$ cat config.mk
export PLATFORM = sky130hd
export DESIGN_NAME = piece_mover
export DESIGN_NICKNAME = d
export VERILOG_FILES = /design/src/rtl/vga_game_pkg.sv /design/src/rtl/button_debouncer.sv /design/src/rtl/piece_mover.sv
export SDC_FILE = /design/constraint.sdc
export NUM_CORES = 1
export LEC_CHECK = 0
export CAP_MARGIN = 5
export CORE_UTILIZATION = 40
export CTS_CLUSTER_DIAMETER = 120
export DETAILED_ROUTE_END_ITERATION = 7
export GPL_ROUTABILITY_DRIVEN = 0
export PLACE_DENSITY = 0.54
export SLEW_MARGIN = 20
export SYNTH_ARGS = -nofsm -noshare
export SYNTH_HDL_FRONTEND = slang
export SYNTH_HIERARCHICAL = 1
export SYNTH_SLANG_ARGS = --single-unit
export TNS_END_PERCENT = 100
$ cat constraint.sdc
create_clock -name Clock -period 3.8 [get_ports Clock]
set_input_delay 0.76 -clock Clock [delete_from_list [all_inputs] [get_ports Clock]]
set_output_delay 0.76 -clock Clock [all_outputs]
set_load 0.005 [all_outputs]
$ cat src/rtl/vga_game_pkg.sv
// Shared constants, FSM encoding and colour helper for the VGA game blocks.
package vga_game_pkg;

    localparam int STEP_DEF    = 32;
    localparam int X_MAX_DEF   = 256;
    localparam int Y_MAX_DEF   = 96;
    localparam int X_SPAWN_DEF = 128;

    typedef enum logic [1:0] {
        ST_RUN   = 2'd0,
        ST_LAND  = 2'd1,
        ST_SPAWN = 2'd2
    } mover_state_e;

    // Colour walks 001..111 and wraps back to 001, never emitting black.
    function automatic logic [2:0] next_colour(input logic [2:0] colour);
        logic [2:0] result;
        if (colour == 3'b111) begin
            result = 3'b001;
        end else begin
            result = colour + 3'b001;
        end
        return result;
    endfunction

endpackage

$ cat src/rtl/button_debouncer.sv
// Two-flop synchronizer followed by a stable-count debouncer for one raw button.
module button_debouncer #(
    parameter int DEBOUNCE_CYCLES = 250000
) (
    input  logic Clock,
    input  logic Reset,
    input  logic btn_raw,
    output logic btn_level
);

    localparam int CNT_W = (DEBOUNCE_CYCLES > 1) ? $clog2(DEBOUNCE_CYCLES + 1) : 1;
    localparam logic [CNT_W-1:0] CNT_LAST = CNT_W'(DEBOUNCE_CYCLES - 1);

    logic [1:0]       sync_r;
    logic [CNT_W-1:0] cnt_r;
    logic             level_r;

    // Synchronize the raw input, then follow it only after a full run of differing samples.
    always_ff @(posedge Clock or negedge Reset) begin
        if (!Reset) begin
            sync_r  <= 2'b00;
            cnt_r   <= '0;
            level_r <= 1'b0;
        end else begin
            sync_r <= {sync_r[0], btn_raw};
            if (sync_r[1] == level_r) begin
                cnt_r <= '0;
            end else if (cnt_r == CNT_LAST) begin
                level_r <= sync_r[1];
                cnt_r   <= '0;
            end else begin
                cnt_r <= cnt_r + CNT_W'(1);
            end
        end
    end

    assign btn_level = level_r;

endmodule

$ cat src/rtl/piece_mover.sv
// Moves the falling piece on frame ticks from debounced button requests.
// Optional gravity is enabled by defining PIECE_MOVER_GRAVITY_EN.
module piece_mover
    import vga_game_pkg::*;
#(
    parameter int DEBOUNCE_CYCLES = 250000,
    parameter int STEP            = STEP_DEF,
    parameter int X_MAX           = X_MAX_DEF,
    parameter int Y_MAX           = Y_MAX_DEF,
    parameter int X_SPAWN         = X_SPAWN_DEF,
    parameter int FALL_FRAMES     = 30
) (
    input  logic       Clock,
    input  logic       Reset,
    input  logic       iVsync,
    input  logic       iBtnLeft,
    input  logic       iBtnRight,
    input  logic       iBtnDown,
    output logic [9:0] oXRedCounter,
    output logic [9:0] oYRedCounter,
    output logic [2:0] oColorCuadro,
    output logic       oLanded
);

    localparam int BTN_L = 0;
    localparam int BTN_R = 1;
    localparam int BTN_D = 2;

    localparam logic [10:0] STEP_W    = 11'(STEP);
    localparam logic [9:0]  STEP_N    = 10'(STEP);
    localparam logic [10:0] X_MAX_W   = 11'(X_MAX);
    localparam logic [10:0] Y_MAX_W   = 11'(Y_MAX);
    localparam logic [9:0]  X_SPAWN_N = 10'(X_SPAWN);

    logic [2:0]   raw_s;
    logic [2:0]   level_s;
    logic [2:0]   level_d_r;
    logic [2:0]   rise_s;
    logic [2:0]   req_r;
    logic         vsync_d_r;
    logic         tick_r;
    logic         consume_s;
    logic         grav_s;

    mover_state_e state_r, state_nxt_s;
    logic [9:0]   x_r, x_nxt_s;
    logic [9:0]   y_r, y_nxt_s;
    logic [2:0]   colour_r, colour_nxt_s;
    logic         landed_r;

    logic [10:0]  x_add_s;
    logic [10:0]  y_add_s;

    assign raw_s = {iBtnDown, iBtnRight, iBtnLeft};

    for (genvar i = 0; i < 3; i++) begin : g_btn
        button_debouncer #(
            .DEBOUNCE_CYCLES(DEBOUNCE_CYCLES)
        ) u_deb (
            .Clock    (Clock),
            .Reset    (Reset),
            .btn_raw  (raw_s[i]),
            .btn_level(level_s[i])
        );
    end

    assign rise_s    = level_s & ~level_d_r;
    assign consume_s = tick_r && (state_r == ST_RUN);
    assign x_add_s   = {1'b0, x_r} + STEP_W;
    assign y_add_s   = {1'b0, y_r} + STEP_W;

`ifdef PIECE_MOVER_GRAVITY_EN
    localparam logic [15:0] FALL_LAST = 16'(FALL_FRAMES - 1);
    logic [15:0] frame_cnt_r;

    assign grav_s = consume_s && (frame_cnt_r == FALL_LAST);

    // Count RUN ticks; wrap on the gravity tick and restart with each new piece.
    always_ff @(posedge Clock or negedge Reset) begin
        if (!Reset) begin
            frame_cnt_r <= 16'd0;
        end else if (state_r == ST_SPAWN) begin
            frame_cnt_r <= 16'd0;
        end else if (grav_s) begin
            frame_cnt_r <= 16'd0;
        end else if (consume_s) begin
            frame_cnt_r <= frame_cnt_r + 16'd1;
        end else begin
            frame_cnt_r <= frame_cnt_r;
        end
    end
`else
    assign grav_s = 1'b0;
`endif

    // Vsync falling-edge tick and sticky requests; a fresh press beats same-cycle consumption.
    always_ff @(posedge Clock or negedge Reset) begin
        if (!Reset) begin
            vsync_d_r <= 1'b1;
            tick_r    <= 1'b0;
            level_d_r <= 3'b000;
            req_r     <= 3'b000;
        end else begin
            vsync_d_r <= iVsync;
            tick_r    <= vsync_d_r & ~iVsync;
            level_d_r <= level_s;
            req_r     <= (req_r & ~{3{consume_s}}) | rise_s;
        end
    end

    // Next piece position, colour and FSM state.
    always_comb begin
        state_nxt_s  = state_r;
        x_nxt_s      = x_r;
        y_nxt_s      = y_r;
        colour_nxt_s = colour_r;
        case (state_r)
            ST_RUN: begin
                if (consume_s) begin
                    if (req_r[BTN_L] && !req_r[BTN_R]) begin
                        if (x_r >= STEP_N) begin
                            x_nxt_s = x_r - STEP_N;
                        end else begin
                            x_nxt_s = x_r;
                        end
                    end else if (req_r[BTN_R] && !req_r[BTN_L]) begin
                        if (x_add_s <= X_MAX_W) begin
                            x_nxt_s = x_add_s[9:0];
                        end else begin
                            x_nxt_s = x_r;
                        end
                    end else begin
                        x_nxt_s = x_r;
                    end
                    // Request and gravity are merged so they can only ever give one step.
                    if (req_r[BTN_D] || grav_s) begin
                        if (y_add_s <= Y_MAX_W) begin
                            y_nxt_s = y_add_s[9:0];
                        end else begin
                            state_nxt_s = ST_LAND;
                        end
                    end else begin
                        y_nxt_s = y_r;
                    end
                end else begin
                    state_nxt_s = ST_RUN;
                end
            end
            ST_LAND: begin
                state_nxt_s = ST_SPAWN;
            end
            ST_SPAWN: begin
                state_nxt_s  = ST_RUN;
                x_nxt_s      = X_SPAWN_N;
                y_nxt_s      = 10'd0;
                colour_nxt_s = next_colour(colour_r);
            end
            default: begin
                state_nxt_s = ST_RUN;
            end
        endcase
    end

    // State and registered outputs.
    always_ff @(posedge Clock or negedge Reset) begin
        if (!Reset) begin
            state_r  <= ST_RUN;
            x_r      <= X_SPAWN_N;
            y_r      <= 10'd0;
            colour_r <= 3'b001;
            landed_r <= 1'b0;
        end else begin
            state_r  <= state_nxt_s;
            x_r      <= x_nxt_s;
            y_r      <= y_nxt_s;
            colour_r <= colour_nxt_s;
            landed_r <= (state_nxt_s == ST_LAND);
        end
    end

    assign oXRedCounter = x_r;
    assign oYRedCounter = y_r;
    assign oColorCuadro = colour_r;
    assign oLanded      = landed_r;

endmodule

==> run_results.csv, run 1 <==
group,metric,value,unit
finish,area_growth_syn_to_layout,10.5,%
floorplan,core,0.0108,mm²
clocking,cts_tree,"done",
clocking,cts_hold_buf,0,
timing,period_minus_slack,2.32,ns
placement,dp_slack,1.45,ns
global_route,grt_use_total,15.1,%
synth,synthCells,430,
timing,fmax,431,MHz
clocking,post-cts-setup-buffers,0,
floorplan,die_y,107,µm
placement,port_buffers,19,
worst_setup_path,cp-start-kind,"flop",
routing,drt-initial-drc-count,157,
worst_setup_path,worst_ep_required_time,4.04,ns
floorplan,rows,38,
routing,ant_nets,0,
global_route,grt_pass1_vias,2947,
synth,synth_edf_count,0,
synth,synth_seq_cells,87,
timing,final.setup.worst_slack,1.48,ns
synth,ys_types,50,
global_route,grt-busiest-layer,"met2",
synth,netlist_area,0.00444,mm²
global_route,met3_usage,3.09,%
routing,drt_drc_violations_left,0,
synth,ys_warn_count,6,
timing,rsz0062_at_grt,"no",
worst_setup_path,crit_path_end_kind,"flop",
global_route,grt_overflow,0,
timing,finClkSkew,0.00821,ns
worst_setup_path,rrSetupSlack,1.48,ns
floorplan,initial_utilization,40.9,%
synth,ys_seq_area_share,49.2,%
min_path,worstHoldPathType,"flop to flop",
routing,avgRoutedWirePerCell,13.1,µm
power,powerDensity,336,mW/mm²
finish,design_area,0.00490,mm²
power,p_leak,2.04,nW
global_route,grt_pass1_wl,13.7,mm
clocking,root_buffer,"clkbuf_8",
routing,drt_wl_total,7.83,mm
timing,relSlewSlack,34.3,%
placement,postPlaceCellArea,0.00471,mm²
global_route,use_met1,20.8,%
routing,num_vias,3139,
synth,synthTopCellsByArea,"dfrtp_1, xnor2_1, nor2_1, nor4_1, xor2_1",
timing,worst_pin_slew,0.982,ns
timing,setup_viol,0,
synth,synth_top_area_share,47.4,%
timing,period_share,61.0,%
routing,firstDrtPassIters,4,
timing,holdWs,0.357,ns
synth,post_synth.cell_area_avg,10.3,µm²
clocking,cts_max_level,3,
job,max-cap-violations,0,
global_route,grtUsageMet2,23.2,%
clocking,clockBufferDepth,2,
finish,drive_above_1_share,9.85,%
finish,antennaDiodeCount,0,
clocking,clk_latency,0.35,ns
clocking,numClockSinks,87,
finish,final_nets,468,
floorplan,io_pins,30,
floorplan,die_w,107,µm
timing,hold_viol,0,
global_route,antenna_found_initial,0,
clocking,post_cts_resized,0,
worst_setup_path,criticalPathCategory,"flop to flop",
floorplan,die_area,0.0115,mm²
timing,final.setup.tns,0,ns
synth,synth_top_area_cell,"dfrtp_1",
worst_setup_path,crit_arrival,2.56,ns
clocking,clk_transition_reported_paths,0.08,ns
global_route,grt_max_degree,52,
synth,async_flop_share,100,%
clocking,cts_buffers,9,
timing,slew_viol_final,0,
routing,vias_per_cell,5.26,
worst_setup_path,crit_fanout,8,
outcome,status,"complete, no violations",
power,ir_drop,0.157,mV
synth,ys.flop_type,"dfrtp_1",
placement,place_hpwl,5.36,mm
power,power,1.65,mW
state kept, by name, summed over array words and instances (netlist names), 2 cells and up:
name / flops
level_d_r: 3
req_r: 3
g_btn.u_deb/cnt_r: 54
oXRedCounter: 5
oColorCuadro: 3
g_btn.u_deb/sync_r: 6
state_r: 2
oYRedCounter: 5
g_btn.u_deb/btn_level: 3
power by group:
group | internal [mW] | leakage [nW] | switching, mW | total (mW)
Clock | 0.321 | 0.0964 | 0.322 | 0.643
Combinational | 0.0168 | 0.758 | 0.0391 | 0.0559
Sequential | 0.937 | 1.18 | 0.0113 | 0.949
through the flow:
stage	util [%]	instances
global route	45.2	597
floorplan	-	439
detailed placement	43.4	581
global placement	43.4	581
finish	45.2	597
CTS	45.2	597
cell families after synthesis:
logic type               count (synthesis)  synth area share, %
flip-flops                              87                 49.2
AO/OA/AOI/OAI                           44                 8.72
XOR/XNOR                                48                 9.48
adder cells (fa/ha/maj)                 10                 2.82
buffers and inverters                   31                 4.15
AND/OR/NAND/NOR                        203                 24.1
multiplexers                             6                 1.44
other                                    1               0.0845
cell type report:
type                    count  area, µm²
clock inverters             4       47.5
repair buffers             21        203
well taps                 140        175
inverters                  12       45.0
clock buffers              12        145
fillers                  1054       5940
flip-flops and latches     87       2180
multi-input cells         321       2100
critical path: stages, from the launching register on:
cell	delay (ns)
dfrtp_1	0.48
inv_1	0.15
ha_1	0.38
o311ai_4	0.30
a21oi_2	0.13
or3_4	0.41
o41ai_1	0.36
layer usage:
metal  routed length (µm)  share of wire [%]
met4                  127                1.6
met2                 3540                 45
met3                  202                2.6
met1                 3960                 51
met5                    0                  0
synth_stat cells (2+ instances only):
master,number
nand3_2,3
mux2_2,3
nand4_2,3
nand3_1,21
inv_1,12
a21oi_1,3
nor2b_1,5
buf_6,4
xnor2_1,32
nand2_1,32
and3_2,3
a311oi_1,2
a21boi_0,2
o21ai_0,12
a31oi_1,5
a21oi_2,4
clkbuf_1,5
and3_1,3
or4_1,3
or3_1,4
dfstp_2,3
mux2i_1,3
xor2_1,16
ha_1,10
and4_1,3
o41ai_1,4
nor4_1,23
o31ai_1,2
or4_4,3
buf_4,10
o41ai_4,3
dfrtp_1,84
nand4_1,17
nor2_1,62
nand2b_1,5
nor3_1,7
path summary, 6_finish.rpt:
check / startpoint / end / depth (start not counted)
max: oXRedCounter[5] / oXRedCounter[8] / 6
min: g_btn[0].u_deb/sync_r[0] / g_btn[0].u_deb/sync_r[1] / 0
max reg2reg: oXRedCounter[5] / oXRedCounter[8] / 6
min reg2reg: g_btn[0].u_deb/sync_r[0] / g_btn[0].u_deb/sync_r[1] / 0
max in group asynchronous: Reset / g_btn[1].u_deb/cnt_r[7] / 2
min in group asynchronous: Reset / oXRedCounter[9] / 1
cell usage in the layout, fill, tap and decap left out, types with 12 or more instances in the layout:
cell	netlist	layout
nand4_1	17	17
dfrtp_1	84	84
xor2_1	16	16
nand2_1	32	32
clkdlybuf4s50_1	0	18
o21ai_0	12	12
nor2_1	62	62
nand3_1	21	21
inv_1	12	12
nor4_1	23	23
xnor2_1	32	32
No activity file was read; power rests on OpenSTA's default activity.
==> run 2: changes to the inputs <==
Clock period 3.8 ns to 2.4 ns, I/O delays scaled along.
==> run_results.csv, run 2 (same netlist as run 1, synthesis figures left out) <==
group,metric,value,unit
timing,final.setup.tns,0,ns
power,power,2.50,mW
power,powerDensity,508,mW/mm²
worst_setup_path,r2r_end,"oXRedCounter[8]",
floorplan,die_y,107,µm
global_route,grt_pass1_vias,3055,
worst_setup_path,worst_ep_required_time,2.66,ns
global_route,grt_max_degree,38,
clocking,post-cts-setup-buffers,0,
timing,hold_viol,0,
timing,fmax,454,MHz
worst_setup_path,r2r-start,"oXRedCounter[5]",
routing,drt_drc_violations_left,0,
clocking,cts_max_level,3,
power,p_leak,2.06,nW
finish,reg.largest.list,"g_btn.u_deb/cnt_r (54), g_btn.u_deb/sync_r (6)",
clocking,clk_latency,0.36,ns
finish,area_growth_syn_to_layout,11.2,%
finish,final_common_cell,"dfrtp_1",
finish,final_nets,474,
clocking,clockBufferDepth,2,
timing,period_share,91.8,%
clocking,post_cts_resized,0,
floorplan,initial_utilization,40.9,%
clocking,numClockSinks,87,
clocking,root_buffer,"clkbuf_8",
clocking,cts_buffers,9,
routing,firstDrtPassIters,4,
finish,drive_above_1_share,11.3,%
floorplan,die_area,0.0115,mm²
worst_setup_path,rrSetupSlack,0.20,ns
clocking,cts_hold_buf,0,
timing,period_minus_slack,2.20,ns
clocking,clk_transition_reported_paths,0.09,ns
floorplan,io_pins,30,
timing,setup_viol,0,
finish,regMostFlops,"g_btn.u_deb/cnt_r",
floorplan,rows,38,
worst_setup_path,crit_path_end_kind,"flop",
outcome,status,"complete, no violations",
floorplan,core,0.0108,mm²
clocking,cts_tree,"done",
finish,largest_register_ff_count,54,
floorplan,die_w,107,µm
min_path,worstHoldPathType,"primary input to async pin",
routing,vias_per_cell,5.20,
job,max-cap-violations,0,
timing,rsz0062_at_grt,"no",
routing,num_vias,3129,
routing,drt_wl_total,8.15,mm
timing,slew_viol_final,0,
power,ir_drop,0.247,mV
worst_setup_path,rr_worst_depth,6,
routing,avgRoutedWirePerCell,13.5,µm
routing,ant_nets,0,
global_route,grt_overflow,0,
global_route,antenna_found_initial,0,
worst_setup_path,criticalPathCategory,"flop to flop",
placement,port_buffers,19,
finish,layout_common_cells,"dfrtp_1, nor2_1, nand2_1, xnor2_1, nor4_1",
timing,finClkSkew,0.00860,ns
routing,drt-initial-drc-count,144,
global_route,grt_pass1_wl,14.3,mm
placement,place_hpwl,5.57,mm
worst_setup_path,crit_fanout,8,
global_route,grt_use_total,15.7,%
worst_setup_path,crit_arrival,2.46,ns
finish,antennaDiodeCount,0,
worst_setup_path,cp-start-kind,"flop",
==> run 2: cell types whose count changed in the layout (fill, tap and decap cells not counted), sizes merged <==
cell    before  now
clkbuf      12   11
clkinv       2    3
buf          3    9
bufinv       1    0
==> run 2: metrics by stage <==
stage          hold slack (ns)  worst slack (ns)  cells  area, µm²  util [%]
6_report                0.0518             0.198    602       4930      45.5
2_1_floorplan            0.184             0.266    439       4470         -
5_1_grt                 0.0834            0.0364    602       4930      45.5
4_1_cts                 0.0637             0.110    602       4930      45.5
3_5_place_dp             0.337             0.133    587       4770      44.0
3_3_place_gp             0.334             0.195    587       4770      44.0
==> run 2: worst max path at each step <==
stage / depth (start not counted) / endpoint / start / slack (ns)
6_report: 6 / oXRedCounter[8] / oXRedCounter[5] / 0.20
5_1_grt: 6 / oXRedCounter[9] / oXRedCounter[5] / 0.04
4_1_cts: 6 / oXRedCounter[8] / oXRedCounter[5] / 0.11
3_5_place_dp: 6 / oXRedCounter[8] / oXRedCounter[5] / 0.13
3_3_place_gp: 6 / oXRedCounter[9] / oXRedCounter[5] / 0.20
2_1_floorplan: 6 / oXRedCounter[7] / oXRedCounter[5] / 0.27
==> run 2: area by class of cell <==
class | instances | area, µm²
Fill cell | 1052 | 5910
Sequential cell | 87 | 2180
Multi-Input combinational cell | 321 | 2100
Timing Repair Buffer | 27 | 260
Tap cell | 140 | 175
Clock buffer | 11 | 141
Inverter | 12 | 45.0
Clock inverter | 4 | 22.5
==> run 2: report_power, final <==
group,total [mW],internal [mW],switching [mW]
clock,0.903,0.394,0.509
combinational,0.0970,0.0339,0.0631
sequential,1.50,1.48,0.0192
==> run 2: critical path: stages (launching register included) <==
cell and delay [ns]:
dfrtp_2 0.46, inv_1 0.17, ha_1 0.31, o311ai_4 0.30
a21oi_2 0.13, or3_4 0.41, o41ai_1 0.33
==> run 2: routing by layer <==
layer,part of all wire (%),GRT usage (%),vias to the layer above,wire length (µm)
li1,-,-,1561,-
met3,3.6,3.69,12,292
met1,50,21.0,1502,4060
met4,1.6,6.85,0,130
met5,0,0,-,0
met2,45,24.4,54,3670
